<file path="config.mk">
export PLATFORM = sky130hd
export DESIGN_NAME = nes_poll_ctrl
export DESIGN_NICKNAME = d
export VERILOG_FILES = /design/src/rtl/nes_pkg.sv /design/src/rtl/nes_sync.sv /design/src/rtl/nes_poll_ctrl.sv
export SDC_FILE = /design/constraint.sdc
export NUM_CORES = 1
export LEC_CHECK = 0
export BUFFER_PORTS_ARGS = -buffer_cell sky130_fd_sc_hd__clkbuf_2
export CORE_UTILIZATION = 40
export CTS_BUF_LIST = sky130_fd_sc_hd__clkbuf_4 sky130_fd_sc_hd__clkbuf_8
export DETAILED_ROUTE_END_ITERATION = 6
export PLACE_DENSITY = 0.65
export SYNTH_ARGS = -nofsm -noshare
export SYNTH_HDL_FRONTEND = slang
export SYNTH_SLANG_ARGS = --single-unit
</file>
<file path="constraint.sdc">
create_clock -name clk -period 2.07 [get_ports clk]
set_input_delay 0.414 -clock clk [delete_from_list [all_inputs] [get_ports clk]]
set_output_delay 0.414 -clock clk [all_outputs]
set_load 0.01 [all_outputs]
</file>
<file path="src/rtl/nes_pkg.sv">
// Shared definitions for the NES controller poller: FSM states and the
// button bit positions used by both the poller and any pad model.
package nes_pkg;

  typedef enum logic [2:0] {
    IDLE,
    LATCH,
    WAIT_LO,
    CLK_HI,
    CLK_LO,
    DONE
  } state_t;

  localparam int NUM_BTNS   = 8;
  localparam int BTN_A      = 0;
  localparam int BTN_B      = 1;
  localparam int BTN_SELECT = 2;
  localparam int BTN_START  = 3;
  localparam int BTN_UP     = 4;
  localparam int BTN_DOWN   = 5;
  localparam int BTN_LEFT   = 6;
  localparam int BTN_RIGHT  = 7;

endpackage

</file>
<file path="src/rtl/nes_sync.sv">
// Two-flop synchronizer bringing the asynchronous pad data into the clk domain.
module nes_sync (
  input  logic clk,
  input  logic reset,
  input  logic d,
  output logic q
);

  logic meta;

  // NOTE: clocked state uses non-blocking assignments so every flop samples
  // pre-edge values; blocking here would collapse the two stages into one.
  always_ff @(posedge clk or negedge reset) begin
    if (!reset) begin
      meta <= 1'b0;
      q    <= 1'b0;
    end else begin
      meta <= d;
      q    <= meta;
    end
  end

endmodule

</file>
<file path="src/rtl/nes_poll_ctrl.sv">
// NES pad poller: latches the pad, clocks out eight button bits, and publishes
// the active-high frame with valid/changed pulses, on request or periodically.
module nes_poll_ctrl
  import nes_pkg::*;
#(
  parameter int LATCH_CYCLES = 600,
  parameter int HALF_CYCLES  = 300,
  parameter int POLL_PERIOD  = 833333
) (
  input  logic                clk,
  input  logic                reset,
  input  logic                start,
  input  logic                auto_en,
  input  logic                nes_data,
  output logic                nes_latch,
  output logic                nes_clk,
  output logic [NUM_BTNS-1:0] buttons,
  output logic                valid,
  output logic                changed,
  output logic                busy
);

  localparam int TMR_MAX = (LATCH_CYCLES > HALF_CYCLES) ? LATCH_CYCLES : HALF_CYCLES;
  localparam int TMR_W   = $clog2(TMR_MAX);
  localparam int PER_W   = $clog2(POLL_PERIOD);

  localparam logic [TMR_W-1:0] LATCH_LAST = TMR_W'(LATCH_CYCLES - 1);
  localparam logic [TMR_W-1:0] HALF_LAST  = TMR_W'(HALF_CYCLES - 1);
  localparam logic [PER_W-1:0] PER_LAST   = PER_W'(POLL_PERIOD - 1);

  state_t              state;
  state_t              state_nxt;
  logic [TMR_W-1:0]    tmr;
  logic [PER_W-1:0]    per_cnt;
  logic [2:0]          bit_idx;
  logic [6:0]          shreg;
  logic                sync_data;
  logic                timer_done;
  logic                tick;
  logic                trigger;
  logic [NUM_BTNS-1:0] frame_next;

  nes_sync u_sync (
    .clk   (clk),
    .reset (reset),
    .d     (nes_data),
    .q     (sync_data)
  );

  assign timer_done = (state == LATCH) ? (tmr == LATCH_LAST) : (tmr == HALF_LAST);
  assign tick       = auto_en && (per_cnt == PER_LAST);
  assign trigger    = (state == IDLE) && (start || tick);
  // Bit 7 comes straight from the synchronizer; bits 0..6 are already shifted in.
  assign frame_next = ~{sync_data, shreg};

  always_ff @(posedge clk or negedge reset) begin
    if (!reset) state <= IDLE;
    else        state <= state_nxt;
  end

  // NOTE: every output of this block gets a default before the case, so no
  // path leaves a signal unassigned and no latch is inferred.
  always_comb begin
    state_nxt = state;
    nes_latch = 1'b0;
    nes_clk   = 1'b0;
    busy      = 1'b1;
    case (state)
      IDLE: begin
        busy = 1'b0;
        if (trigger) state_nxt = LATCH;
      end
      LATCH: begin
        nes_latch = 1'b1;
        if (timer_done) state_nxt = WAIT_LO;
      end
      WAIT_LO: begin
        if (timer_done) state_nxt = CLK_HI;
      end
      CLK_HI: begin
        nes_clk = 1'b1;
        if (timer_done) state_nxt = CLK_LO;
      end
      CLK_LO: begin
        if (timer_done) state_nxt = (bit_idx == 3'd7) ? DONE : CLK_HI;
      end
      DONE:    state_nxt = IDLE;
      default: state_nxt = IDLE;
    endcase
  end

  // Phase timer restarts on every state change, so each phase lasts exactly
  // its programmed number of cycles.
  always_ff @(posedge clk or negedge reset) begin
    if (!reset)                                   tmr <= '0;
    else if (state_nxt != state || state == IDLE) tmr <= '0;
    else                                          tmr <= tmr + TMR_W'(1);
  end

  // Frame registers load on the edge into DONE, so buttons, valid and changed
  // are all visible together during the single DONE cycle.
  always_ff @(posedge clk or negedge reset) begin
    if (!reset) begin
      shreg   <= '0;
      bit_idx <= '0;
      buttons <= '0;
      valid   <= 1'b0;
      changed <= 1'b0;
    end else begin
      valid   <= 1'b0;
      changed <= 1'b0;
      if (state == WAIT_LO && timer_done) begin
        shreg   <= {sync_data, shreg[6:1]};
        bit_idx <= 3'd1;
      end else if (state == CLK_LO && timer_done) begin
        if (bit_idx == 3'd7) begin
          buttons <= frame_next;
          valid   <= 1'b1;
          changed <= (frame_next != buttons);
        end else begin
          shreg   <= {sync_data, shreg[6:1]};
          bit_idx <= bit_idx + 3'd1;
        end
      end
    end
  end

  // Period counter parks at its last value if the tick arrives mid-poll, so
  // the deferred tick fires as soon as the FSM is back in IDLE.
  always_ff @(posedge clk or negedge reset) begin
    if (!reset)                   per_cnt <= '0;
    else if (!auto_en || trigger) per_cnt <= '0;
    else if (per_cnt != PER_LAST) per_cnt <= per_cnt + PER_W'(1);
  end

endmodule
</file>
==> results.py <==
metrics = {
    "status": {
        "status": "finished, final reports clean",
    },
    "clock_tree": {
        "tritoncts": "yes",
        "cts_sinks": 55,
        "cts-buffers-inserted": 5,
        "clkTransAtPathRegs_ps": 100,
        "cts_setup_buffers": 0,
        "clockRootBuffer": "clkbuf_8",
        "clock_insertion_delay_worst_skew_ps": 310,
        "h-tree-depth": 2,
        "clk_path_buf_depth": 2,
    },
    "sta": {
        "min_period_ps": 1940,
        "relSlewSlack_pct": 65.1,
        "post-route-period-util_pct": 93.5,
        "hold_viol": 0,
        "fin_tns_setup_ps": 0,
        "finalMaxSlewViolations": 0,
        "rsz0062_at_grt": "no",
        "max_freq_mhz": 517,
        "final-setup-viol-count": 0,
        "clock_skew_ps": 8.29,
        "worst_pin_slew_ps": 523,
    },
    "floorplan": {
        "floorplan.initialDensity_pct": 42.2,
        "core_um2": 6490,
        "rows": 29,
        "pin_count": 18,
        "die_h_um": 84.8,
        "dieArea_um2": 7190,
        "die_w_um": 84.8,
    },
    "global_routing": {
        "grt_pass1_wl_mm": 9.14,
        "grt_pass1_vias": 1996,
        "antenna_found_initial": 0,
        "grt_overflow": 0,
        "grt.total_usage_pct": 16.0,
        "grt_max_degree": 56,
    },
    "pwr": {
        "vdd.ir_drop.worst_mv": 0.464,
        "power_density_nw_per_um2": 588,
        "p_leak_nw": 1.32,
    },
    "place": {
        "gp_congestion": 0.916,
        "numPortBuffers": 17,
        "place_hpwl_mm": 3.60,
    },
    "yosys": {
        "synth.largest_area_cell": "dfrtp_1",
        "synthCells": 272,
        "synth-edff-count": 0,
        "yosysUniqueCellTypes": 49,
        "avgSynthCellArea_um2": 10.1,
        "synth_area_um2": 2740,
        "ys_warn_count": 0,
        "async_flop_share_pct": 100,
        "synth_flop_cell": "dfrtp_1",
        "synth_top_area_share_pct": 50.2,
        "yosysSeqAreaShare_pct": 50.2,
        "ys_top_cells_by_area": "dfrtp_1, xnor2_1, nor2_1",
        "synth_fp_nets": 282,
        "ys_seq_elements": 55,
    },
    "detailed_routing": {
        "drt_iter0_drc": 123,
        "drcViolationCount": 0,
        "num_vias": 1992,
        "routedWlPerCell_um": 13.6,
        "wl_mm": 5.06,
        "first_pass_iters": 6,
        "vias_per_cell": 5.35,
        "drtAntennaViolNets": 0,
    },
    "layout": {
        "final_common_cell": "dfrtp_1",
        "drive_gt1_share_pct": 17.3,
        "syn2layout_area_growth_pct": 10.4,
        "nets": 304,
        "final_cell_mix": "dfrtp_1, nor2_1, nand2_1",
        "antenna_cells": 0,
        "fin_util_pct": 46.6,
    },
    "setup_path": {
        "worstSetupStartpointType": "flop",
        "cp_max_fo": 10,
        "cp.required_ps": 1660,
        "r2r-start": "tmr[0]",
        "critical_path_class": "reg2out",
        "cp_data_arrival_time_ps": 1520,
        "startpoint": "state[0]",
        "worstSetupEndpointType": "primary output",
    },
    "flow_run": {
        "drv_cap": 0,
    },
    "hold_path": {
        "min-delay-path-class": "in2async",
    },
}
[power breakdown]
group,leakage [nW],switching (mW),internal [mW]
sequential,0.740,0.00818,1.08
clock,0.0519,0.354,0.288
combinational,0.531,0.0348,0.0159
total,1.32,0.397,1.38
[final cells by class]
| class | count | area, um2 |
|---|---|---|
| clock buffers | 7 | 90.1 |
| multi-input cells | 198 | 1270 |
| fillers | 622 | 3470 |
| inverters | 10 | 37.5 |
| well taps | 77 | 96.3 |
| flip-flops and latches | 55 | 1380 |
| repair buffers | 24 | 150 |
| clock inverters | 1 | 8.76 |
[state kept, by name, indices dropped and copies added, names as in the netlist]
register,flops
valid,1
state,3
u_sync.meta,1
tmr,10
shreg,7
buttons,8
per_cnt,20
changed,1
bit_idx,3
u_sync.q,1
[critical path: stages, from the launching register on]
cell	delay, ps
dfrtp_2	490
inv_1	130
nor3_1	390
clkbuf_2	210
[path summary, 6_finish.rpt]
path	depth (start not counted)	endpoint	slack [ps]
worst max-delay path	3	nes_latch	130
worst min-delay path	2	per_cnt[16]	70
worst max register to register	5	shreg[6]	150
worst min register to register	0	u_sync.q	360
max in group asynchronous	2	state[0]	1730
min in group clk	1	u_sync.meta	200
[stage by stage]
stage	worst slack, ps	instance area (um2)	power (mW)	std cells	hold WS, ps
global route	35.1	3030	1.87	372	96.1
detailed placement	169	2920	1.16	364	340
finish	134	3030	1.78	372	73.6
CTS	30.4	3020	1.81	372	92.7
global placement	173	2920	1.16	364	335
floorplan	213	2740	1.13	272	118
[logic make-up (layout without fill, tap and decap cells)]
logic type	count (synthesis)	in the layout	synth area share (%)
buf+inv	19	42	3.83
compound gates	29	29	7.21
simple gates	121	121	22.0
mux	9	9	3.65
fa+ha+maj	5	5	2.28
xor+xnor	34	34	10.9
flops	55	55	50.2
[per-layer routing]
metal	vias up	global-route usage, %	wire, um
met5	-	0	0
met4	0	5.70	67
met3	6	3.34	175
met2	29	26.0	2400
met1	983	21.2	2410
li1	974	-	-
[cells in the mapped netlist, drive strengths merged, types with 3 or more instances]
| cell type | n |
|---|---|
| dfrtp | 55 |
| nor2 | 42 |
| nand2 | 27 |
| xnor2 | 21 |
| nand3 | 14 |
| xor2 | 13 |
| inv | 10 |
| o21ai | 10 |
| nand4 | 9 |
| nor3 | 9 |
| mux2 | 8 |
| buf | 6 |
| ha | 5 |
| nor4 | 4 |
| a21oi | 3 |
| clkbuf | 3 |
| nor3b | 3 |
[timing repair]
item | in CTS | in global routing
gates resized for setup | 0 | 3
hold buffers | 0 | 0
endpoints found under the setup margin | 0 | 3
(Power assumes the default switching activity.)
